==> config.mk <==
export PLATFORM = sky130hd
export DESIGN_NAME = serial_frame_rx
export DESIGN_NICKNAME = d
export VERILOG_FILES = /design/src/rtl/serial_frame_rx.sv
export SDC_FILE = /design/constraint.sdc
export NUM_CORES = 1
export LEC_CHECK = 0
export CORE_UTILIZATION = 47
export DETAILED_ROUTE_END_ITERATION = 10
export GPL_ROUTABILITY_DRIVEN = 0
export PLACE_DENSITY = 0.74
export SYNTH_ARGS = -nofsm -noshare
export SYNTH_HDL_FRONTEND = slang
export SYNTH_SLANG_ARGS = --single-unit
==> constraint.sdc <==
create_clock -name clk -period 1.93 [get_ports clk]
set_input_delay 0.386 -clock clk [delete_from_list [all_inputs] [get_ports clk]]
set_output_delay 0.386 -clock clk [all_outputs]
set_load 0.05 [all_outputs]
==> src/rtl/serial_frame_rx.sv <==
// Serial frame receiver: sync-word hunt, MSB-first payload deserialisation,
// even-parity check and a 1-deep valid/ready output buffer.
module serial_frame_rx #(
  parameter int unsigned             DATA_W = 8,
  parameter int unsigned             SYNC_W = 4,
  parameter logic [SYNC_W-1:0]       SYNC   = 4'b1011,
  parameter int unsigned             CNT_W  = 8
) (
  input  logic              clk,
  input  logic              rst,
  input  logic              in,
  input  logic              en,
  input  logic              out_ready,
  output logic [DATA_W-1:0] out_data,
  output logic              out_valid,
  output logic              par_err,
  output logic              overflow,
  output logic [CNT_W-1:0]  frame_cnt
);

  localparam int unsigned BIT_W = $clog2(DATA_W + 1);

  typedef enum logic [1:0] {
    HUNT,
    DATA,
    PARITY
  } state_t;

  state_t              state;
  state_t              state_next;
  logic [SYNC_W-1:0]   hist;
  logic [SYNC_W-1:0]   hist_next;
  logic [DATA_W-1:0]   sreg;
  logic [DATA_W-1:0]   sreg_next;
  logic [BIT_W-1:0]    cnt;
  logic [BIT_W-1:0]    cnt_next;
  logic [SYNC_W-1:0]   hist_shift;
  logic                parity;
  logic                good;
  logic                bad_par;
  logic                load;

  assign hist_shift = {hist[SYNC_W-2:0], in};
  assign parity     = ^{sreg, in};
  // A good frame only enters the buffer if it is empty or being drained this cycle.
  assign load       = good & (~out_valid | out_ready);

  // Next-state logic; everything holds on cycles without a qualified bit.
  always_comb begin
    state_next = state;
    hist_next  = hist;
    sreg_next  = sreg;
    cnt_next   = cnt;
    good       = 1'b0;
    bad_par    = 1'b0;
    if (en) begin
      case (state)
        HUNT: begin
          hist_next = hist_shift;
          if (hist_shift == SYNC) begin
            state_next = DATA;
            cnt_next   = '0;
          end
        end
        DATA: begin
          sreg_next = {sreg[DATA_W-2:0], in};
          cnt_next  = cnt + BIT_W'(1);
          if (cnt == BIT_W'(DATA_W - 1)) begin
            state_next = PARITY;
          end
        end
        PARITY: begin
          // History cleared so no sync bits can overlap into the next frame.
          state_next = HUNT;
          hist_next  = '0;
          bad_par    = parity;
          good       = ~parity;
        end
        default: begin
          state_next = HUNT;
          hist_next  = '0;
        end
      endcase
    end
  end

  // State, datapath and registered outputs.
  always_ff @(posedge clk) begin
    if (rst) begin
      state     <= HUNT;
      hist      <= '0;
      sreg      <= '0;
      cnt       <= '0;
      out_data  <= '0;
      out_valid <= 1'b0;
      par_err   <= 1'b0;
      overflow  <= 1'b0;
      frame_cnt <= '0;
    end else begin
      state   <= state_next;
      hist    <= hist_next;
      sreg    <= sreg_next;
      cnt     <= cnt_next;
      par_err <= bad_par;
      if (good & out_valid & ~out_ready) begin
        overflow <= 1'b1;
      end
      if (load) begin
        out_data  <= sreg;
        out_valid <= 1'b1;
        frame_cnt <= frame_cnt + CNT_W'(1);
      end else if (out_ready) begin
        out_valid <= 1'b0;
      end
    end
  end

endmodule
==> flow_summary_export.csv, run 1 <==
group,metric,value,unit
worst_setup_path,setup.worst_path.end,"frame_cnt[6]",
synth,syn_inst,160,
floorplanning,io_pins,24,
drt,drtIter0Drc,34,
drt,via_count,1336,
layout,utilization,69.80,%
synth,synth_mux_area_share,14.35,%
layout,area_growth_syn_to_layout,38.04,%
cts,h-tree-depth,2,
flow_run,drv_cap,0,
cts,cts_buffers,5,
timing,slew_headroom,66.92,%
worst_setup_path,rr_worst_depth,5,
cts,cts_tree,"yes",
drt,ant_nets,0,
floorplanning,rows,20,
cts,root_buffer,"clkbuf_4",
worst_setup_path,worstPathArrival,2210,ps
layout,n_antenna_cell,0,
placement,pre_cts_ws,-609.5,ps
synth,synth_compound_area_share,6.938,%
synth,synth.avg_cell_area,9.806,um2
timing,skew,6.321,ps
placement,port_buffers,23,
worst_setup_path,path_buf_inv,1,
worst_setup_path,timing.rr.end,"frame_cnt[6]",
power,ir_worst_vdd,297.7,uV
worst_setup_path,cp.depth,6,
layout,final_net_count,219,
power,leakage,0.9850,nW
floorplanning,initial_core_util,50.56,%
worst_setup_path,cp_max_fo,4,
floorplanning,core-area,0.003103,mm2
timing,rsz0062_at_grt,"true",
timing,fmax,515.7,MHz
power,netSwitchingPower,0.0002938,W
timing,fin_ws,-9.223,ps
drt,wire_per_inst,14.03,um
grt,track_usage,20.30,%
timing,worst_slew_pin_slew,494.7,ps
timing,setup_viol,1,
worst_hold_path,hold_depth,2,
synth,synthSimpleGateAreaFrac,20.73,%
grt,grt_pass1_wl,5333,um
worst_setup_path,crit_start,"in",
worst_setup_path,critPathMaxStageDelay,550,ps
power,total_power,0.001263,W
worst_setup_path,r2r_slack,0,ps
cts,clock-sinks,36,
power,pwr-share-comb,7.1,%
power,swShare,23.27,%
worst_setup_path,crit_chain,"dlygate4sd2_1 > xnor2_2 > xnor3_2 > xnor2_4 > or4_1 > a21oi_1",
worst_hold_path,min_path_type,"reg -> reg",
floorplanning,die_h,59.78,um
timing,hold_violations,0,
outcome,violations,"setup timing",
worst_setup_path,path_delay_family,"XOR/XNOR gates",
synth,synth_top_family_by_area,"simple AND/OR/NAND/NOR gates",
grt,antenna_found_initial,0,
power,pwr-share-clk,33.5,%
cts,cts_max_path_buffers,2,
worst_setup_path,rr_startpoint,"sreg[7]",
power,powerDensity,583.0,mW/mm2
synth,yosys_warnings,0,
synth,ys_seq_area_share,45.93,%
outcome,outcome,"finished, violations left",
timing,drv_slew,0,
worst_setup_path,worst_setup_path_start_kind,"input pin",
layout,drive_above_1_share,26.29,%
cts,insertion_delay,330,ps
grt,grt_max_degree,21,
synth,post_synth_xor_area_fraction,7.496,%
worst_setup_path,path_class,"in -> reg",
synth,syn-cell-area,0.001569,mm2
layout,final_area,0.002166,mm2
floorplanning,die_x,59.78,um
grt,grt-ovfl-total,0,
worst_setup_path,critical_path.slowest_cell,"xnor3_2",
drt,routed_via_density,5.198,
floorplanning,die_area,0.003574,mm2
synth,synth_cell_types,38,
cts,path_clk_slew,110,ps
synth,synth_fa_ha_area_share,1.595,%
drt,dr.pass1.iters,5,
worst_setup_path,required,2200,ps
timing,final.min_clock_period,1939,ps
synth,syn-num-nets,167,
drt,drc_errors,0,
synth,synth-seq-cells,36,
timing,timing.final.crit_share,100.5,%
placement,placed_area,0.001949,mm2
drt,drt-total-wl,3606,um
power,internal_power,0.0009689,W
power,seq_power_share,59.4,%
placement,dpl.hpwl,2261,um
grt,grt_pass1_vias,1248,
worst_setup_path,cp-end-kind,"flop",
[per-stage QoR]
stage / hold WS (ps) / instances / TNS, ps
after floorplan: 449.3 / 160 / 0
after CTS: 484.3 / 253 / -65.32
after global routing: 518.9 / 257 / -510.4
final: 483.7 / 257 / -9.223
after global placement: 461.8 / 240 / -8375
after detailed placement: 469.8 / 240 / -9530
[Yosys cell counts, drive strengths merged]
| cell type | instances | area (um2) |
|---|---|---|
| nand4 | 4 | 25.02 |
| inv | 3 | 11.26 |
| nand4b | 1 | 8.760 |
| a22oi | 3 | 22.52 |
| or3 | 3 | 18.77 |
| nand3b | 2 | 18.77 |
| nor2b | 4 | 25.02 |
| nor3b | 2 | 20.02 |
| a21oi | 6 | 30.03 |
| dfxtp | 36 | 720.7 |
| and3 | 1 | 6.260 |
| nand2 | 7 | 26.28 |
| xnor2 | 3 | 33.79 |
| xor3 | 1 | 25.02 |
| o31ai | 1 | 7.510 |
| mux2 | 2 | 22.52 |
| or2 | 1 | 6.260 |
| xor2 | 4 | 35.03 |
| nand3 | 2 | 10.01 |
| or4 | 1 | 7.510 |
| o21ba | 1 | 10.01 |
| nor4 | 2 | 12.51 |
| a221oi | 1 | 8.760 |
| nor2 | 30 | 112.6 |
| nor3 | 3 | 15.01 |
| xnor3 | 1 | 23.77 |
| ha | 2 | 25.02 |
| o21ai | 6 | 30.02 |
| clkbuf | 4 | 15.01 |
| buf | 2 | 20.01 |
| nand2b | 2 | 12.51 |
| mux2i | 19 | 202.7 |
[state kept, by name, summed over array words and instances (netlist names)]
register	flops
frame_cnt	8
out_data	8
sreg	8
cnt	4
hist	3
state	2
out_valid	1
overflow	1
par_err	1
[power by group through the flow]
stage / Combinational, W / Sequential (W) / Clock (W)
after floorplan: 0.0000386 / 0.000771 / 0
after global placement: 0.0000697 / 0.000767 / 0
after detailed placement: 0.0000723 / 0.000768 / 0
after CTS: 0.0000769 / 0.000750 / 0.000429
after global routing: 0.0000960 / 0.000751 / 0.000467
final: 0.0000898 / 0.000750 / 0.000422
[per-layer routing]
metal	vias to the layer above	wire length (um)	part of all wire, %	GRT usage [%]
met2	41	1836	51	34.13
met5	-	0	0	0
met1	620	1542	43	23.35
met3	8	166	4.6	4.113
li1	667	-	-	-
met4	0	61	1.7	12.96
[worst min-delay path: cells and delay by family (launching register included)]
kind	cells	cell delay [ps]
flops	1	340
simple gates	1	60
compound gates	1	50
[placed cells by master (no fill, tap or decap), types with 2 or more instances in the layout]
| master | Yosys | routed |
|---|---|---|
| mux2i_1 | 18 | 18 |
| nand2_1 | 7 | 7 |
| buf_4 | 0 | 29 |
| xnor2_2 | 1 | 2 |
| o21ai_1 | 1 | 3 |
| xor2_1 | 4 | 4 |
| nand3_1 | 2 | 2 |
| ha_1 | 2 | 2 |
| nand4_1 | 4 | 4 |
| nor2b_1 | 4 | 4 |
| a21oi_1 | 6 | 6 |
| dfxtp_2 | 0 | 3 |
| dlygate4sd2_1 | 0 | 3 |
| inv_1 | 3 | 3 |
| nor3_1 | 3 | 2 |
| or3_1 | 3 | 3 |
| nor4_2 | 0 | 2 |
| buf_6 | 0 | 3 |
| a22oi_1 | 3 | 3 |
| dfxtp_1 | 36 | 33 |
| clkbuf_4 | 0 | 5 |
| o21ai_0 | 5 | 3 |
| nand2b_1 | 2 | 2 |
| nor2_1 | 30 | 30 |
| clkbuf_1 | 4 | 2 |
| clkdlybuf4s50_1 | 0 | 14 |
| mux2_1 | 2 | 2 |
[area by class of cell]
| type | count | area (um2) |
|---|---|---|
| Fill cell | 261 | 937.1 |
| Timing Repair Buffer | 50 | 430.4 |
| Multi-Input combinational cell | 116 | 885.9 |
| Sequential cell | 36 | 724.4 |
| Clock buffer | 8 | 58.81 |
| Inverter | 3 | 11.26 |
| Tap cell | 44 | 55.05 |
[kinds of logic after synthesis]
kind of cell               Yosys count
buffers and inverters                9
DFF                                 36
adders and majority gates            2
and+or+nand+nor                     65
xor gates and xnor gates             9
AOI/OAI and AO/OA                   18
muxes                               21
[worst min-delay path by stage]
stage / to / startpoint
after global routing: cnt[1] / cnt[1]
after CTS: cnt[1] / cnt[1]
after floorplan: cnt[1] / cnt[1]
after detailed placement: cnt[1] / cnt[1]
after global placement: cnt[1] / cnt[1]
final: cnt[1] / cnt[1]
[timing repair]
action                                  in CTS  in global routing
endpoints found under the setup margin      19                 18
cloned                                       0                  1
hold buffers                                 0                  0
buffers inserted                             6                  3
gates resized for setup                      9                 13
pin swaps                                    6                  8
Power figures use the tool's default switching activity.
==> run 2: changes to the inputs <==
CORE_UTILIZATION = 45   (was 47)
PLACE_DENSITY = 0.71   (was 0.74)
==> flow_summary_export.csv, run 2 (synthesized netlist as in run 1, its figures left out) <==
group,metric,value,unit
floorplanning,rows,21,
worst_setup_path,cp-end-kind,"flop",
timing,final.min_clock_period,1902,ps
worst_setup_path,path_class,"reg -> reg",
layout,seqCellArea,724.4,um2
cts,path_clk_slew,110,ps
floorplanning,die_x,61.05,um
power,ir_worst_vdd,514.1,uV
layout,n_antenna_cell,0,
placement,port_buffers,23,
cts,ctsHoldBuffers,0,
layout,drive_above_1_share,26.32,%
timing,holdWs,467.6,ps
timing,fmax,525.7,MHz
drt,dr.pass1.iters,4,
worst_setup_path,worstPathArrival,2190,ps
floorplanning,core-area,0.003337,mm2
worst_setup_path,required,2220,ps
layout,nFillCells,294,
cts,insertion_delay,350,ps
cts,clock-sinks,36,
placement,placed_area,0.001967,mm2
timing,drv_slew,0,
cts,h-tree-depth,2,
power,powerDensity,628.3,mW/mm2
timing,slew_headroom,66.12,%
cts,root_buffer,"clkbuf_4",
worst_setup_path,critPathMaxStageDelay,520,ps
placement,dpl.hpwl,2259,um
timing,skew,10.39,ps
grt,grt_pass1_wl,5264,um
worst_setup_path,crit_chain,"xnor2_1 > xnor3_2 > mux2i_4 > buf_12 > or3_1 > a21oi_2",
grt,track_usage,19.58,%
flow_run,drv_cap,0,
timing,setup_viol,0,
grt,grt_pass1_vias,1227,
layout,final_area,0.002157,mm2
timing,timing.final.crit_share,98.56,%
drt,wire_per_inst,13.15,um
layout,mostFrequentLayoutCells,"dfxtp_1, nor2_1, buf_4",
grt,grt-ovfl-total,0,
layout,multi_input_area,858.3,um2
drt,via_count,1287,
worst_setup_path,critical_path.slowest_cell,"xnor3_2",
outcome,outcome,"finished, final reports clean",
layout,area_growth_syn_to_layout,37.48,%
drt,drtIter0Drc,54,
cts,cts_tree,"yes",
power,total_power,0.001355,W
worst_setup_path,path_buf_inv,1,
floorplanning,io_pins,24,
grt,antenna_found_initial,0,
worst_setup_path,worst_setup_path_start_kind,"flop",
layout,largestRegisters,"frame_cnt: 8 flops, out_data: 8 flops, sreg: 8 flops",
layout,utilization,64.64,%
cts,cts_max_path_buffers,2,
layout,fin_cells,255,
drt,drc_errors,0,
cts,cts_buffers,5,
timing,hold_violations,0,
layout,final_common_cell,"dfxtp_1",
power,leakage,1.101,nW
grt,grt_max_degree,24,
timing,rsz0062_at_grt,"true",
timing,worst_slew_pin_slew,507.4,ps
floorplanning,initial_core_util,47.02,%
placement,placed_cells,242,
drt,routed_via_density,5.047,
drt,ant_nets,0,
floorplanning,die_area,0.003727,mm2
worst_hold_path,min_path_type,"in -> reg",
floorplanning,die_h,61.05,um
worst_setup_path,cp_max_fo,8,
worst_setup_path,path_delay_family,"XOR/XNOR gates",
drt,drt-total-wl,3354,um
layout,final_net_count,215,
-- run 2: power by group --
| part | internal [W] | switching (W) |
|---|---|---|
| Sequential | 0.000747 | 0.00000370 |
| Clock | 0.000272 | 0.000254 |
| Combinational | 0.0000375 | 0.0000416 |
-- run 2: final timing paths --
path | from | endpoint | slack [ps] | cells after the start
hold / removal | in | sreg[0] | 470 | 4
setup / recovery | sreg[7] | frame_cnt[2] | 30 | 6
hold reg to reg | overflow | overflow | 490 | 1
setup reg to reg | sreg[7] | frame_cnt[2] | 30 | 6
-- run 2: final cells by class --
| cell class | instances | area share [%] |
|---|---|---|
| repair buffers | 47 | 19.90 |
| inverters | 3 | 0.5220 |
| clock buffers | 6 | 1.914 |
| flip-flops and latches | 36 | 33.58 |
| multi-input cells | 115 | 39.79 |
| clock inverters | 2 | 1.624 |
| well taps | 46 | 2.668 |
-- run 2: what timing repair did --
item,4_1_cts,5_1_grt
gates resized for setup,7,18
pin swaps,6,4
buffers inserted,4,1
endpoints found under the setup margin,9,19
-- run 2: worst register-to-register path, cell delays in order (launching register included) --
cell and delay [ps]:
dfxtp_2 340, xnor2_1 120, xnor3_2 520, mux2i_4 230, buf_12 150, or3_1 330, a21oi_2 160
-- run 2: routing by layer --
layer	up-vias	wire, um	global-route usage, %	share of wire (%)
met5	-	0	0	0
met4	0	68	8.766	2.0
met3	7	128	6.092	3.8
met2	23	1635	32.30	49
met1	602	1522	23.43	45
li1	655	-	-	-
-- run 2: through the flow --
| stage | TNS, ps | setup WS [ps] |
|---|---|---|
| after floorplan | 0 | 19.34 |
| after global placement | -5842 | -466.6 |
| after detailed placement | -6344 | -522.5 |
| after CTS | -38.93 | -38.93 |
| after global routing | -163.7 | -61.06 |
| final | 0 | 27.70 |
==> run 3: changes to the inputs <==
SKIP_LAST_GASP = 1   (was default)
==> results of run 3 <==
Final layout, timing and power as in run 2 (identical DEF).
